<file path="src/rtl/bcd_addsub_seq.sv">
`timescale 1ns/1ps
// Digit-serial packed-BCD adder/subtractor. It resolves one digit per clock, least
// significant digit first, and publishes result/cout/zero/invalid only on completion.
module bcd_addsub_seq #(
  parameter int DIGITS = 4
) (
  input  logic                  clk,
  input  logic                  rst,
  input  logic                  start,
  input  logic [4*DIGITS-1:0]   a,
  input  logic [4*DIGITS-1:0]   b,
  input  logic                  sub,
  input  logic                  cin,
  output logic                  busy,
  output logic                  done,
  output logic [4*DIGITS-1:0]   result,
  output logic                  cout,
  output logic                  zero,
  output logic                  invalid
);

  localparam int W  = 4 * DIGITS;
  localparam int IW = (DIGITS > 1) ? $clog2(DIGITS) : 1;
  localparam logic [IW-1:0] LAST = IW'(DIGITS - 1);

  typedef enum logic [1:0] {IDLE, RUN, DONE} state_t;

  state_t         state, state_n;
  logic [W-1:0]   a_q, b_q, acc_q, acc_n;
  logic [IW-1:0]  idx_q;
  logic           sub_q, c_q, inv_q;
  logic           accept, last;
  logic [3:0]     a_i, b_i, nb, digit;
  logic [4:0]     t;
  logic           c_n, dig_inv;

  // Handshake: start is sampled only while busy=0 (IDLE or DONE); operands are
  // latched on acceptance, and done pulses for the single cycle spent in DONE.
  assign accept = start && (state != RUN);
  assign last   = (idx_q == LAST);
  assign busy   = (state == RUN);
  assign done   = (state == DONE);

  always_ff @(posedge clk) begin
    if (rst) state <= IDLE;
    else     state <= state_n;
  end

  always_comb begin
    state_n = state;
    case (state)
      IDLE:    if (start) state_n = RUN;
      RUN:     if (last)  state_n = DONE;
      DONE:    state_n = start ? RUN : IDLE;
      default: state_n = IDLE;
    endcase
  end

  // Current digit sits in the low nibble of the shifting operand registers.
  always_comb begin
    a_i = a_q[3:0];
    b_i = b_q[3:0];
    nb  = sub_q ? (4'd9 - b_i) : b_i;
    t   = {1'b0, a_i} + {1'b0, nb} + {4'b0, c_q};
    if (t >= 5'd10) begin
      digit = t[3:0] + 4'd6;
      c_n   = 1'b1;
    end else begin
      digit = t[3:0];
      c_n   = 1'b0;
    end
    dig_inv = (a_i > 4'd9) || (b_i > 4'd9);
    acc_n   = W'({digit, acc_q} >> 4);
  end

  always_ff @(posedge clk) begin
    if (rst) begin
      a_q     <= '0;
      b_q     <= '0;
      acc_q   <= '0;
      idx_q   <= '0;
      sub_q   <= 1'b0;
      c_q     <= 1'b0;
      inv_q   <= 1'b0;
      result  <= '0;
      cout    <= 1'b0;
      zero    <= 1'b1;
      invalid <= 1'b0;
    end else if (accept) begin
      a_q   <= a;
      b_q   <= b;
      sub_q <= sub;
      c_q   <= cin;
      idx_q <= '0;
      inv_q <= 1'b0;
      acc_q <= '0;
    end else if (state == RUN) begin
      a_q   <= a_q >> 4;
      b_q   <= b_q >> 4;
      c_q   <= c_n;
      idx_q <= idx_q + IW'(1);
      inv_q <= inv_q | dig_inv;
      acc_q <= acc_n;
      // Visible outputs move only with the final digit, never mid-operation.
      if (last) begin
        result  <= acc_n;
        cout    <= c_n;
        zero    <= (acc_n == '0);
        invalid <= inv_q | dig_inv;
      end
    end
  end

endmodule

</file>
<file path="config.mk">
export PLATFORM = sky130hd
export DESIGN_NAME = bcd_addsub_seq
export DESIGN_NICKNAME = d
export VERILOG_FILES = /design/src/rtl/bcd_addsub_seq.sv
export SDC_FILE = /design/constraint.sdc
export NUM_CORES = 1
export LEC_CHECK = 0
export BUFFER_PORTS_ARGS = -buffer_cell sky130_fd_sc_hd__buf_2
export CAP_MARGIN = 20
export CORE_MARGIN = 4
export CORE_UTILIZATION = 49
export DETAILED_ROUTE_END_ITERATION = 12
export GPL_ROUTABILITY_DRIVEN = 1
export PLACE_DENSITY = 0.75
export SLEW_MARGIN = 20
export SYNTH_ARGS = -nofsm -noshare
export SYNTH_HDL_FRONTEND = slang
export SYNTH_SLANG_ARGS = --single-unit
</file>
<file path="constraint.sdc">
create_clock -name clk -period 2.8 [get_ports clk]
set_input_delay 0.14 -clock clk [delete_from_list [all_inputs] [get_ports clk]]
set_output_delay 0.14 -clock clk [all_outputs]
set_load 0.01 [all_outputs]
</file>
==> out/qor.txt <==
Status: completed
Post-synthesis mux area share: 0.116
IO Pins: 58
Placed cell count: 462
Detailed Route WL: 6690 um
WHS Path Cells: 3
Slew @ Worst Pin: 0.593 ns
Die area: 0.00751 sq mm
Core Rows: 28
Hold Slack: 0.0315 ns
Area growth, synth to finish: 23.3%
Initial antenna violation count: 0
Largest family of logic cells by synthesized area: simple AND/OR/NAND/NOR gates
Tcrit/Tclk final: 0.986
Sw frac: 0.254
Sw Pwr: 667 uW
CTS Sinks: 70
Adder-Cell Fraction of Synth Area: 0.0380
Yosys reg bits: 70
Count of input and output buffers: 57
Final setup viols: 0
Core area: 0.00596 sq mm
Layout Cells excl Fill: 483
Hold Path Origin: b[13]
Clock Tree Buf Depth: 2
Syn_area_per_cell: 8.79 sq um
Synth top area share: 0.462
Lkg Pwr: 0.00163 uW
Hold Fails Final Rpt: 0
Total power: 2630 uW
Reg-to-Reg Start: b_q[0]
Worst vdd ir: 0.000617 V
Post-synth EDFFs: 0
Clk_skew: 0.00642 ns
Initial Util: 0.509
Crit end category: flip-flop
PwrDens: 704 mW/mm^2
Synth async-reset ratio: 0
Hold EP: b_q[13]
Clk pin slew, worst setup/hold paths: 0.08 ns
WS Path Type: flip-flop to flip-flop
Chip Width: 86.7 um
Post-route minimum period: 2.76 ns
Max-slew violation count: 0
Reg2reg end: zero
RSZ-0062 raised after global routing: true
Critical Path Max Stage Delay: 0.47 ns
Final TNS setup: 0 ns
FF-to-FF path depth: 11
DRC viols: 0
Final core utilization: 0.628
Synth unique cells: 35
Hold Crit Class: input pin to flip-flop
Top FF cell, synth: dfxtp_1
Layout cells sized above 1: 0.257
Crit path launch type: flip-flop
Grt total ovfl: 0
H-tree depth: 3
Synth Cell Area: 0.00303 sq mm
Total GRT Usage: 0.183
Hold Buf Count CTS: 0
Vias in the first global route: 2,384
Die height: 86.7 um
Clk pwr share: 0.407
Simple-gate share of the synthesized area: 0.171
Flop-to-flop setup slack: 0.04 ns
Crit path required time: 3.03 ns
Warnings from Yosys: 0
CP arrival: 2.99 ns
Max cap viols: 0
Largest cells by area after synthesis: dfxtp_1 (46%), mux2i_1 (11%), a211oi_1 (7.9%)
Slowest cell on the critical path: fa_2
DR vias: 2,523
Post-synth top area cell: dfxtp_1
Xor and xnor area share after synthesis: 0.0198
Part of the power in registers: 0.411
Post-route ant nets: 0
Post-synthesis compound-gate area fraction: 0.155
Seq/Total Area, Yosys: 0.462
Root Buffer: clkbuf_8
Largest net degree at the start of global routing: 65
Placer's final routability congestion estimate: 0.749
DP Wirelength: 4690 um
Fin nets: 448
P_int: 1960 uW
Clk_lat worst skew: 0.34 ns
Syn nets: 390
Routed vias/inst: 5.22
Highest clock rate: 362 MHz
Crit path cell chain: xor2_2, fa_2, inv_2, fa_2, ha_4, inv_2, a211o_1, or3b_1, and3_4, xnor2_2, a31o_1
Largest fanout on the critical path: 3
Drt first pass iters: 4
Slew HR: 0.605
Inserted Clock Buffers: 9
First-pass GRT wire length: 10,900 um
Starting DRC count in detailed routing: 117
Comb pwr share: 0.181
DR WL/cell: 13.8 um
CTS tree: done
Diodes inserted: 0
Cells after Synth: 345
==> power groups by stage <==
| stage | clock network [uW] | registers [uW] | logic [uW] |
|---|---|---|---|
| floorplan | 0 | 1090 | 309 |
| global placement | 0 | 1100 | 396 |
| detailed placement | 0 | 1100 | 412 |
| CTS | 1090 | 1080 | 444 |
| global route | 1140 | 1090 | 526 |
| finish | 1070 | 1080 | 477 |
==> routing by layer <==
| metal | vias up | track usage | part of all wire |
|---|---|---|---|
| li1 | 1295 | - | - |
| met1 | 1153 | 0.214 | 0.42 |
| met2 | 62 | 0.310 | 0.50 |
| met3 | 13 | 0.0656 | 0.064 |
| met4 | 0 | 0.0609 | 0.018 |
| met5 | - | 0 | 0 |
==> cell families after synthesis <==
logic type	after synthesis
DFF	70
and+or+nand+nor	124
muxes	35
AOI/OAI and AO/OA	72
buffers and inverters	30
xor gates and xnor gates	6
adders and majority gates	8
==> registers in the layout (all words and copies together) (netlist names) <==
signal and flops:
a_q 16, sub_q 1, c_q 1, result 16, inv_q 1, invalid 1, zero 1, cout 1
b_q 16, acc_q 12, state 2, idx_q 2
==> worst max-delay path, delay by kind of cell (launching register included) <==
kind            cells  cell delay (ns)
fa+ha+maj           3             1.01
xor+xnor            2             0.33
flops               1             0.34
buf+inv             2             0.12
compound gates      2             0.32
simple gates        2             0.54
==> worst max-delay path by stage <==
stage / to / start
after floorplan: zero / sub_q
after global placement: zero / b_q[1]
after detailed placement: zero / b_q[1]
after CTS: zero / sub_q
after global routing: zero / b_q[0]
final: zero / b_q[0]
==> synth_stat cells (2+ instances only) <==
cell and count:
a211oi_1 32, a21o_1 2, a21oi_1 28, buf_1 6, buf_2 2, clkbuf_1 15
dfxtp_1 70, fa_1 2, ha_1 6, inv_1 6, mux2i_1 34, nand2_1 56
nand2b_1 5, nand3_1 2, nor2_1 48, nor2b_1 3, nor3_1 3, nor4_1 2
o21a_1 2, o21ai_0 3, xnor2_1 3, xor2_1 2
==> timing repair <==
item	in CTS	in global routing
resized for setup	9	4
gates cloned	0	0
setup endpoints to repair	6	6
pin swaps	5	4
buffers inserted	4	1
==> cells in the final DEF (no fill, tap or decap), types with 2 or more instances in the layout <==
cell and instances:
nand2_1 56, fa_2 2, o21a_1 2, xnor2_1 3
a21o_1 2, dfxtp_2 3, buf_4 13, bufinv_16 4
nor2_1 48, a21oi_1 28, ha_1 5, nor2b_1 3
clkbuf_8 9, o21ai_0 3, nor4_1 2, nand3_1 2
nor3_1 3, buf_2 57, dfxtp_1 66, a211oi_1 32
nand2b_1 4, mux2i_1 34, inv_1 4, xor2_2 2
inv_2 3
==> metrics by stage <==
stage | setup slack, ns | cell area (sq um)
finish | 0.0396 | 3740
global placement | 0.0703 | 3390
global route | -0.0422 | 3740
floorplan | 0.0314 | 3030
detailed placement | -0.0636 | 3390
CTS | 0.00484 | 3710
==> layout make-up <==
cell class	instances	area, sq um
Inverter	7	26.3
Clock inverter	7	145
Sequential cell	70	1410
Timing Repair Buffer	70	383
Fill cell	543	2220
Tap cell	75	93.8
Multi-Input combinational cell	245	1560
Clock buffer	9	124
Power figures use the tool's default switching activity.
